## config.mk

```make
export PLATFORM = sky130hd
export DESIGN_NAME = arp_request
export DESIGN_NICKNAME = d
export VERILOG_FILES = /design/src/rtl/arp_pkg.sv /design/src/rtl/arp_retry_timer.sv /design/src/rtl/arp_request.sv
export SDC_FILE = /design/constraint.sdc
export NUM_CORES = 1
export LEC_CHECK = 0
export BUFFER_PORTS_ARGS = -buffer_cell sky130_fd_sc_hd__buf_2
export CAP_MARGIN = 5
export CORE_AREA = 2 2 125 127
export DETAILED_ROUTE_END_ITERATION = 12
export DIE_AREA = 0 0 127 129
export MAX_ROUTING_LAYER = met4
export PLACE_DENSITY = 0.76
export RECOVER_POWER = 100
export SETUP_SLACK_MARGIN = 0.15
export SLEW_MARGIN = 10
export SYNTH_ARGS = -nofsm -noshare
export SYNTH_HDL_FRONTEND = slang
export SYNTH_HIERARCHICAL = 1
export SYNTH_SLANG_ARGS = --single-unit
```

## constraint.sdc

```tcl
create_clock -name clk -period 2.5 [get_ports clk]
set_input_delay 0.5 -clock clk [delete_from_list [all_inputs] [get_ports clk]]
set_output_delay 0.5 -clock clk [all_outputs]
set_load 0.02 [all_outputs]
```

## src/rtl/arp_pkg.sv

```systemverilog
// arp_pkg: ARP constants, request FSM state type and the request payload byte selector.
package arp_pkg;
    localparam logic [15:0] ARP_HTYPE_ETH   = 16'h0001;
    localparam logic [15:0] ARP_PTYPE_IPV4  = 16'h0800;
    localparam logic [15:0] ARP_OPER_REQ    = 16'h0001;
    localparam logic [15:0] ARP_OPER_REPLY  = 16'h0002;
    localparam logic [15:0] ETHERTYPE_ARP   = 16'h0806;
    localparam logic [47:0] BCAST_MAC       = 48'hFFFF_FFFF_FFFF;
    localparam int          ARP_PAYLOAD_LEN = 28;

    typedef enum logic [1:0] {IDLE, REQ, SEND, WAIT} arp_state_e;

    // Byte idx of a request payload, fields packed MSB-first.
    function automatic logic [7:0] arp_req_byte(
        input logic [4:0]  idx,
        input logic [47:0] sha,
        input logic [31:0] spa,
        input logic [31:0] tpa
    );
        logic [8*ARP_PAYLOAD_LEN-1:0] p;
        p = {ARP_HTYPE_ETH, ARP_PTYPE_IPV4, 8'd6, 8'd4, ARP_OPER_REQ, sha, spa, 48'h0, tpa} << {idx, 3'b000};
        return p[8*ARP_PAYLOAD_LEN-1 -: 8];
    endfunction
endpackage

```

## src/rtl/arp_retry_timer.sv

```systemverilog
// arp_retry_timer: reply-wait counter; expire flags the last cycle of the RETRY_CYCLES window.
module arp_retry_timer #(
    parameter int RETRY_CYCLES = 125000000
) (
    input  logic clk,
    input  logic rst,
    input  logic clr,
    input  logic en,
    output logic expire
);
    localparam int W = RETRY_CYCLES > 1 ? $clog2(RETRY_CYCLES) : 1;

    logic [W-1:0] cnt_q, cnt_d;

    always_comb cnt_d = clr ? '0 : en ? cnt_q + 1'b1 : cnt_q;

    always_ff @(posedge clk or negedge rst) begin
        if (!rst) cnt_q <= '0;
        else      cnt_q <= cnt_d;
    end

    assign expire = en && cnt_q == W'(RETRY_CYCLES - 1);
endmodule

```

## src/rtl/arp_request.sv

```systemverilog
// arp_request: ARP initiator - broadcasts a request, waits for the matching reply, retries, reports.
// Define ARP_GRATUITOUS_EN to add the announce input (gratuitous ARP for IP_ADDR).
module arp_request
    import arp_pkg::*;
#(
    parameter logic [47:0] MAC_ADDR     = 48'hDEADBEEFCAFE,
    parameter logic [31:0] IP_ADDR      = 32'h69696969,
    parameter int          RETRY_CYCLES = 125000000,
    parameter int          MAX_TRIES    = 3
) (
    input  logic        clk,
    input  logic        rst,
    input  logic        start,
`ifdef ARP_GRATUITOUS_EN
    input  logic        announce,
`endif
    input  logic [31:0] target_ip,
    output logic        tx_req,
    output logic [47:0] mac_dest,
    output logic [15:0] ethertype,
    input  logic        en,
    output logic        ovalid,
    output logic [7:0]  dout,
    input  logic        rx_done,
    input  logic [15:0] rx_oper,
    input  logic [47:0] rx_sha,
    input  logic [31:0] rx_spa,
    output logic        busy,
    output logic        resolved,
    output logic [47:0] resolved_mac,
    output logic        fail
);
    localparam int TW = $clog2(MAX_TRIES + 1);

    arp_state_e    state_q, state_d;
    logic [4:0]    idx_q, idx_d;
    logic [TW-1:0] try_q, try_d;
    logic [31:0]   tgt_q, tgt_d;
    logic [47:0]   mac_q, mac_d;
    logic          got_q, got_d;
    logic          resolved_q, resolved_d;
    logic          fail_q, fail_d;
    logic          go, grat, last, match, tmr_clr, expire;

`ifdef ARP_GRATUITOUS_EN
    logic grat_q, grat_d;

    always_comb grat_d = state_q == IDLE ? !start && announce : grat_q;

    always_ff @(posedge clk or negedge rst) begin
        if (!rst) grat_q <= 1'b0;
        else      grat_q <= grat_d;
    end

    assign go   = start || announce;
    assign grat = grat_q;
`else
    assign go   = start;
    assign grat = 1'b0;
`endif

    // got_q remembers a reply that arrived while the frame was still going out.
    assign last  = idx_q == 5'(ARP_PAYLOAD_LEN - 1);
    assign match = rx_done && rx_oper == ARP_OPER_REPLY && rx_spa == tgt_q
                && !grat && !got_q && state_q != IDLE;

    always_comb begin
        state_d    = state_q;
        idx_d      = idx_q;
        try_d      = try_q;
        tgt_d      = tgt_q;
        got_d      = got_q;
        mac_d      = mac_q;
        resolved_d = 1'b0;
        fail_d     = 1'b0;
        tmr_clr    = 1'b0;
        case (state_q)
            IDLE: if (go) begin
                tgt_d   = start ? target_ip : IP_ADDR;
                try_d   = TW'(1);
                idx_d   = '0;
                got_d   = 1'b0;
                state_d = REQ;
            end
            REQ, SEND: if (en) begin
                idx_d   = last ? '0 : idx_q + 1'b1;
                tmr_clr = last;
                state_d = !last ? SEND : (got_q || match || grat) ? IDLE : WAIT;
                if (last && grat) begin
                    resolved_d = 1'b1;
                    mac_d      = MAC_ADDR;
                end
            end
            WAIT: if (expire) begin
                if (try_q == TW'(MAX_TRIES)) begin
                    fail_d  = 1'b1;
                    state_d = IDLE;
                end else begin
                    try_d   = try_q + 1'b1;
                    idx_d   = '0;
                    state_d = REQ;
                end
            end
            default: state_d = IDLE;
        endcase
        // A reply beats a simultaneous timeout.
        if (match) begin
            resolved_d = 1'b1;
            mac_d      = rx_sha;
            got_d      = 1'b1;
            if (state_q == WAIT) begin
                fail_d  = 1'b0;
                state_d = IDLE;
            end
        end
    end

    always_ff @(posedge clk or negedge rst) begin
        if (!rst) begin
            state_q    <= IDLE;
            idx_q      <= '0;
            try_q      <= '0;
            tgt_q      <= '0;
            mac_q      <= '0;
            got_q      <= 1'b0;
            resolved_q <= 1'b0;
            fail_q     <= 1'b0;
        end else begin
            state_q    <= state_d;
            idx_q      <= idx_d;
            try_q      <= try_d;
            tgt_q      <= tgt_d;
            mac_q      <= mac_d;
            got_q      <= got_d;
            resolved_q <= resolved_d;
            fail_q     <= fail_d;
        end
    end

    arp_retry_timer #(.RETRY_CYCLES(RETRY_CYCLES)) u_timer (
        .clk    (clk),
        .rst    (rst),
        .clr    (tmr_clr),
        .en     (state_q == WAIT),
        .expire (expire)
    );

    assign busy         = state_q != IDLE;
    assign ovalid       = state_q == REQ || state_q == SEND;
    assign tx_req       = ovalid;
    assign dout         = ovalid ? arp_req_byte(idx_q, MAC_ADDR, IP_ADDR, tgt_q) : 8'h00;
    assign mac_dest     = BCAST_MAC;
    assign ethertype    = ETHERTYPE_ARP;
    assign resolved     = resolved_q;
    assign resolved_mac = mac_q;
    assign fail         = fail_q;
endmodule

```

Word level (Yosys, flattened, before mapping)

Cells that the tools add are included.

Add/sub/neg operators: 3
Eq/ne operators: 12
Shift operators: 1
Mux-type cells: 33
Reductions and logical operators: 19

Operators by type and width:

| kind                  | number |
|---|---|
| $shl 209x8->224       | 1 |
| $mux 27               | 2 |
| $eq 32x32->1          | 1 |
| $add 27x1->27 const B | 1 |
| $eq 27x27->1 const B  | 1 |
| $mux 5                | 5 |
| $mux 2                | 10 |
| $eq 16x2->1 const B   | 1 |
| $pmux 5 s3            | 1 |
| $mux 1                | 12 |
| $reduce_bool 2->1     | 5 |
| $mux 8                | 1 |
| $ne 2x2->1 const B    | 4 |
| $reduce_and 4->1      | 2 |
| $eq 2x2->1 const B    | 3 |
| $pmux 2 s3            | 1 |
| $add 5x1->5 const B   | 1 |
| $eq 5x5->1 const B    | 1 |
| $logic_and 1x1->1     | 5 |
| $pmux 2 s2            | 1 |
| $reduce_and 2->1      | 2 |
| $add 2x1->2 const B   | 1 |
| $eq 2x1->1 const B    | 1 |
| $logic_not 2->1       | 1 |
| other kinds (3)       | 4 |

Input bits: 133
Word-level logic and storage cells: 77
Register bits: 119
Output and inout port bits: 125

Logic depth before layout (Yosys ltp)

Gate-level depths: netlist of the first run.

Depth in word-level cells: 12
Depth in mapped cells: 10
Gate-level depth less buffers: 9

By module

The synthesis of the first run kept the hierarchy.

Modules (own cells, without submodules):

| module          | area each (um2) | times used | cells each | seq. area each (um2) |
|---|---|---|---|---|
| arp_request     | 5099.9          | 1          | 428        | 2302.2 |
| arp_retry_timer | 1500.2          | 1          | 153        | 675.6 |

Worst setup path after synthesis of the first run

No wires, ideal clock.

Path kind: flip-flop to flip-flop
From: register idx_q[0]
To: register u_timer.cnt_q[20]
Clock period less this slack: 2.565 ns
Buffers on the path: 1
Path slack: -0.065 ns
Cell stages (with the launch flop): 11
Arrival: 2.487 ns
Data required time: 2.422 ns
Path through: dfrtp_1 -> ha_1 -> nand2_1 -> nor3b_1 -> nand2_1 -> nor2_1 -> buf_2 -> o211a_4 -> nand3_4 -> or4_1 -> a21oi_1

Longest elaborated chain between the ends: 4
Elaborated cells between the ends (all ways): 5
Classes of those cells: 1 x eq/ne; 3 x mux; 1 x reduce/logical

RTL lines:

| element                                      | RTL line              | RTL |
|---|---|---|
| start: declaration                           | arp_request.sv:36     | `logic [4:0] idx_q, idx_d;` |
| start signal: assignment                     | arp_request.sv:130    | `idx_q <= idx_d;` |
| $eq 5x5->1 *                                 | arp_request.sv:63     | `assign last = idx_q == 5'(ARP_PAYLOAD_LEN - 1);` |
| $mux 1 *                                     | arp_request.sv:85     | `REQ, SEND: if (en) begin` |
| $mux 1 *                                     | arp_request.sv:77     | `case (state_q)` |
| named net tmr_clr                            | arp_request.sv:43     | `logic go, grat, last, match, tmr_clr, expire;` |
| $mux 27 or $reduce_bool 2->1 (tied branches) | -                     |  |
| end signal: assignment                       | arp_retry_timer.sv:19 | `else cnt_q <= cnt_d;` |
| end: declaration                             | arp_retry_timer.sv:13 | `logic [W-1:0] cnt_q, cnt_d;` |

The timed path passes the listed nets; every way through them passes the cells marked *.
A chain may end at the register's enable or synchronous reset.

Worst setup path after layout of the first run

From: register idx_q[0]
To: output dout[2]

Longest elaborated chain between the ends: 2

RTL lines:

| element          | RTL line           | RTL |
|---|---|---|
| $shl 209x8->224  | arp_pkg.sv:21      | `p = {ARP_HTYPE_ETH, ARP_PTYPE_IPV4, 8'd6, 8'd4, ARP_OPER_REQ, sha, spa, 48'h0, tpa} << {idx, 3'b000};` |
| $mux 8           | arp_request.sv:151 | `assign dout = ovalid ? arp_req_byte(idx_q, MAC_ADDR, IP_ADDR, tgt_q) : 8'h00;` |
| end: declaration | arp_request.sv:23  | `output logic [7:0] dout,` |

Every way passes these cells.

==> flow_metrics.py, run 1 <==
metrics = {
    "synthesis": {
        "synth_common_cells": "119 x dfrtp_1, 71 x mux2_2, 68 x buf_4, 33 x xnor2_1, 29 x nor2_1",
        "ys_top_cells_by_area": "dfrtp_1 45%, mux2_2 12%, buf_4 7.7%, xnor2_1 4.4%, mux4_2 3.1%",
        "yosys_warnings": 6,
        "synth_top_cell_by_area": "dfrtp_1",
        "ys_types": 56,
        "synth_top_area_frac": 0.451,
        "async_reset_ff_frac": 1.00,
        "ys_seq_area_frac": 0.451,
        "synth_edf_count": 0,
        "synth_seq_cells": 119,
        "syn_area_per_cell_um2": 11.4,
        "synth_cells": 581,
        "synth.most_common_cell": "dfrtp_1",
        "netlist_area_mm2": 0.00660,
        "synth_ff_type": "dfrtp_1",
    },
    "floorplan": {
        "io_pins": 258,
        "die_x_um": 127,
        "fp.coreArea_mm2": 0.0150,
        "die_y_um": 129,
        "rows": 45,
        "initial_utilization": 0.441,
        "die_area_mm2": 0.0164,
    },
    "clocking": {
        "clock_latency_ns": 0.42,
        "cts_sinks": 119,
        "cts_root_buffer": "clkbuf_16",
        "cts_buffers": 17,
        "path_clk_slew_ns": 0.06,
        "cts_max_path_buffers": 2,
        "cts_tree": "built",
        "htreeDepth": 4,
    },
    "sta": {
        "post-route-period-util": 1.01,
        "fin_ws_ns": -0.0242,
        "fmax_mhz": 396,
        "finalSetupTns_ns": -0.0383,
        "tightest_slew_ns": 1.13,
        "setup_viol": 2,
        "rsz0062_at_grt": "true",
        "skew_ns": 0.0108,
        "min_period_ns": 2.52,
        "final-hold-violation-count": 0,
        "slew_violations": 0,
        "slew_headroom": 0.245,
    },
    "setup_path": {
        "rrSetupSlack_ns": 0.12,
        "reg2reg_from": "state_q[0]",
        "r2r_cells": 8,
        "path_cells": "buf_12, mux4_2, nand2_1, o21ai_0, a32oi_1, nor2_1, buf_2",
        "criticalPathCategory": "reg -> out",
        "critPathMaxStageDelay_ns": 0.51,
        "slowest_stage": "mux4_2",
        "cp.arrival_ns": 2.02,
        "required_ns": 2.00,
        "cp-end-kind": "output port",
        "critPathMaxFanout": 10,
        "worstReg2RegEnd": "resolved_mac[19]",
        "startpoint_type": "flip-flop",
    },
    "min_path": {
        "hp-start": "rx_sha[20]",
        "whs_path_depth": 2,
        "min-delay-path-class": "in -> reg",
        "hold_path_end": "resolved_mac[20]",
    },
    "power_and_ir_drop": {
        "power.switching_w": 0.00274,
        "switching_share": 0.335,
        "p_per_area_mw_per_mm2": 943,
        "p_seq_frac": 0.336,
        "intPower_w": 0.00543,
        "peakVddDrop_uv": 738,
        "p_clk_frac": 0.329,
        "p_leak_nw": 4.02,
        "combPwrFrac": 0.335,
    },
    "route": {
        "detail-route-antenna-nets": 0,
        "dr.first_iter.drc_count": 239,
        "firstDrtPassIters": 5,
        "remaining_drc_errors": 0,
        "num_vias": 5397,
        "wl_per_cell_um": 17.1,
        "vias_per_cell": 5.34,
        "wirelength_mm": 17.3,
    },
    "global_route": {
        "grt_usage": 0.215,
        "grt_first_pass_wirelength_mm": 26.8,
        "grt_pass1_vias": 5478,
        "grt-ovfl-total": 0,
        "grt_start_max_net_pins": 61,
        "antenna_found_initial": 0,
    },
    "finish": {
        "fill_cells": 1220,
        "nets": 952,
        "area_growth_pct": 31.1,
        "drive_gt1_frac": 0.439,
        "diodes": 0,
        "fin_cells": 1011,
    },
    "place": {
        "dp_hpwl_mm": 12.0,
        "dp.cells": 958,
        "place_ws_ns": 0.0864,
        "port_buffers": 193,
        "place_congestion": 0.850,
    },
    "status": {
        "violations": "negative setup slack",
        "status": "complete, but fails checks",
    },
    "run": {
        "cap_violations": 0,
    },
}
[worst max path at each step]
stage,from,end,slack (ns),cells past startpoint
floorplan,idx_q[1],u_timer/cnt_q[20],0.17,10
global placement,rx_spa[22],resolved_mac[19],0.18,7
detailed placement,idx_q[1],u_timer/cnt_q[17],0.09,9
CTS,idx_q[0],dout[2],-0.03,7
global route,idx_q[0],dout[2],-0.08,7
finish,idx_q[0],dout[2],-0.02,7
[worst max-delay path, delay by kind of cell (launching register included)]
kind                   cells  cell delay, ns
buffers and inverters      2            0.29
and+or+nand+nor            2            0.14
DFF                        1            0.38
muxes                      1            0.51
AOI/OAI and AO/OA          2            0.27
[metal layers]
layer | vias to the layer above | wire [um] | global-route usage
met3 | 43 | 1090 | 0.0474
met5 | - | 0 | -
li1 | 2437 | - | -
met4 | 0 | 467 | 0.0892
met2 | 291 | 9140 | 0.369
met1 | 2626 | 6620 | 0.243
[placed cells by master (no fill, tap or decap), types with 8 or more instances in the layout]
cell type	synthesis	final
buf_2	6	137
dfrtp_1	119	116
mux2_2	71	71
conb_1	2	64
clkbuf_1	5	54
xnor2_1	33	33
buf_4	68	30
nand4_1	25	25
nor2_1	29	24
nand2_1	25	23
clkbuf_16	0	17
o21ai_0	14	14
xor2_1	11	11
nand3_1	12	11
a21oi_2	0	11
mux4_2	9	9
a21oi_1	20	9
mux2_4	9	9
buf_6	1	8
[cell type report]
| class | instances | area [um2] | share of cell area |
|---|---|---|---|
| flip-flops and latches | 119 | 2980 | 0.345 |
| inverters | 11 | 41.3 | 0.00477 |
| multi-input cells | 428 | 3470 | 0.401 |
| repair buffers | 233 | 1280 | 0.148 |
| clock inverters | 11 | 195 | 0.0226 |
| well taps | 188 | 235 | 0.0272 |
| clock buffers | 21 | 450 | 0.0521 |
[what timing repair did]
item,in CTS,in global routing
pin swaps,23,20
setup buffers,12,7
resized for setup,34,36
endpoints found under the setup margin,13,27
hold buffers,1,0
hold endpoints to repair,18,0
gates cloned,0,1
[per-stage QoR]
stage | hold slack [ns] | area (um2) | power (W) | utilization
floorplan | 0.204 | 6860 | 0.00446 | -
CTS | 0.295 | 8560 | 0.00814 | 0.572
global placement | 0.405 | 7680 | 0.00510 | 0.513
finish | 0.311 | 8650 | 0.00816 | 0.578
global route | 0.297 | 8650 | 0.00852 | 0.578
detailed placement | 0.403 | 7680 | 0.00517 | 0.513
[logic make-up after synthesis]
kind of cell | share of synthesized area
XOR/XNOR | 0.0584
AO/OA/AOI/OAI | 0.0665
buffers and inverters | 0.0961
adder cells (fa/ha/maj) | 0.0171
multiplexers | 0.174
other | 0.00114
flip-flops | 0.451
AND/OR/NAND/NOR | 0.136
[sequential cells by signal, indices dropped and copies added (netlist names)]
signal	count
idx_q	5
resolved_mac	48
tgt_q	32
resolved	1
u_timer/cnt_q	27
got_q	1
try_q	2
state_q	2
fail	1
[power by group through the flow]
stage               clock [W]  combinational [W]  sequential (W)
floorplan                   0            0.00184         0.00263
global placement            0            0.00236         0.00274
detailed placement          0            0.00241         0.00275
CTS                   0.00272            0.00269         0.00272
global route          0.00281            0.00294         0.00278
finish                0.00269            0.00273         0.00274
No activity file was read; power rests on OpenSTA's default activity.
==> run 2: changes to the inputs <==
RECOVER_POWER = 25   (was 100)
==> flow_metrics.py, run 2 (synthesized netlist as in run 1, its figures left out) <==
metrics = {
    "power_and_ir_drop": {
        "peakVddDrop_uv": 742,
        "p_leak_nw": 4.25,
        "p_per_area_mw_per_mm2": 938,
    },
    "route": {
        "vias_per_cell": 5.38,
        "detail-route-antenna-nets": 0,
        "remaining_drc_errors": 0,
        "firstDrtPassIters": 5,
        "dr.first_iter.drc_count": 208,
        "wirelength_mm": 17.4,
        "num_vias": 5444,
        "wl_per_cell_um": 17.2,
    },
    "setup_path": {
        "required_ns": 2.00,
        "startpoint_type": "flip-flop",
        "cp-end-kind": "output port",
        "criticalPathCategory": "reg -> out",
        "path_cells": "buf_12, mux4_2, nand2_1, o21ai_0, a32oi_1, nor2_1, buf_2",
        "critPathMaxFanout": 10,
        "slowest_stage": "mux4_2",
        "cp.arrival_ns": 2.03,
        "critPathMaxStageDelay_ns": 0.51,
    },
    "place": {
        "place_congestion": 0.850,
        "place_area_mm2": 0.00768,
        "dp_hpwl_mm": 12.0,
        "port_buffers": 193,
    },
    "clocking": {
        "path_clk_slew_ns": 0.06,
        "htreeDepth": 4,
        "cts_root_buffer": "clkbuf_16",
        "cts_max_path_buffers": 2,
        "clock_latency_ns": 0.42,
        "cts_buffers": 17,
        "cts_sinks": 119,
        "cts_tree": "built",
    },
    "floorplan": {
        "die_y_um": 129,
        "initial_utilization": 0.441,
        "io_pins": 258,
        "fp.coreArea_mm2": 0.0150,
        "die_x_um": 127,
        "die_area_mm2": 0.0164,
        "rows": 45,
    },
    "finish": {
        "drive_gt1_frac": 0.502,
        "largest_reg_flops": 48,
        "layout_commonest_cell": "buf_2",
        "fill_cells": 1190,
        "diodes": 0,
        "final_cell_mix": "187 x buf_2, 116 x dfrtp_1, 71 x mux2_2",
        "nets": 952,
        "final_area_mm2": 0.00875,
        "area_growth_pct": 32.6,
    },
    "global_route": {
        "grt_usage": 0.215,
        "grt-ovfl-total": 0,
        "antenna_found_initial": 0,
        "grt_start_max_net_pins": 61,
        "grt_pass1_vias": 5478,
        "grt_first_pass_wirelength_mm": 26.8,
    },
    "status": {
        "violations": "negative setup slack",
        "status": "complete, but fails checks",
    },
    "sta": {
        "hold_ws_ns": 0.311,
        "fin_ws_ns": -0.0320,
        "slew_headroom": 0.241,
        "min_period_ns": 2.53,
        "setup_viol": 2,
        "fmax_mhz": 395,
        "rsz0062_at_grt": "true",
        "post-route-period-util": 1.01,
        "final-hold-violation-count": 0,
        "skew_ns": 0.00926,
        "tightest_slew_ns": 1.14,
        "slew_violations": 0,
    },
    "run": {
        "cap_violations": 0,
    },
    "min_path": {
        "min-delay-path-class": "in -> reg",
    },
}
-- run 2: stage by stage --
stage / total power (W) / setup WS, ns / util / std cells / TNS (ns)
6_report: 0.00821 / -0.0320 / 0.584 / 1011 / -0.0465
3_3_place_gp: 0.00510 / 0.184 / 0.513 / 958 / 0
3_5_place_dp: 0.00517 / 0.0864 / 0.513 / 958 / 0
5_1_grt: 0.00857 / -0.0789 / 0.584 / 1011 / -0.179
2_1_floorplan: 0.00446 / 0.171 / - / 643 / 0
4_1_cts: 0.00814 / -0.0260 / 0.572 / 1003 / -0.0455
-- run 2: power breakdown --
group          leakage, nW  total (W)  internal, W  switching [W]
logic                 2.37    0.00278      0.00135        0.00143
registers             1.56    0.00274      0.00231       0.000432
clock network        0.316    0.00269      0.00180       0.000890
total                 4.25    0.00821      0.00546        0.00275
-- run 2: worst max-delay path: cells and delay by family, from the launching register on --
family	cells	cell delay [ns]
flops	1	0.38
buf+inv	2	0.29
simple gates	2	0.14
mux	1	0.51
compound gates	2	0.28
-- run 2: what timing repair did --
item                                    in CTS  in global routing
gates cloned                                 0                  1
buffers inserted                            12                  7
resized for setup                           34                 36
endpoints found under the setup margin      13                 27
pin swaps                                   23                 20
hold buffers                                 1                  0
hold endpoints to repair                    18                  0
-- run 2: routing by layer --
metal  part of all wire  up-vias  GRT usage
met3              0.068       42     0.0474
met1               0.38     2667      0.243
met5                  0        -          -
met2               0.53      308      0.369
met4              0.026        0     0.0892
li1                   -     2427          -
-- run 2: area by class of cell --
class	instances	area (um2)	share of cell area
inverter	11	41.3	0.00472
clock inverter	11	195	0.0223
sequential	119	2980	0.341
clock buffer	21	450	0.0515
timing repair buffer	233	1360	0.155
multi-input combinational	428	3490	0.399
tap	188	235	0.0269
-- run 2: path summary, 6_finish.rpt --
check	startpoint	end	slack, ns	cells after the start
max in group asynchronous	rst	try_q[0]	0.37	3
hold reg to reg	resolved_mac[36]	resolved_mac[36]	0.50	1
hold / removal	rx_sha[9]	resolved_mac[9]	0.31	2
setup / recovery	idx_q[0]	dout[2]	-0.03	7
setup reg to reg	idx_q[0]	u_timer/cnt_q[25]	0.13	11
min in group asynchronous	rst	tgt_q[17]	0.85	2
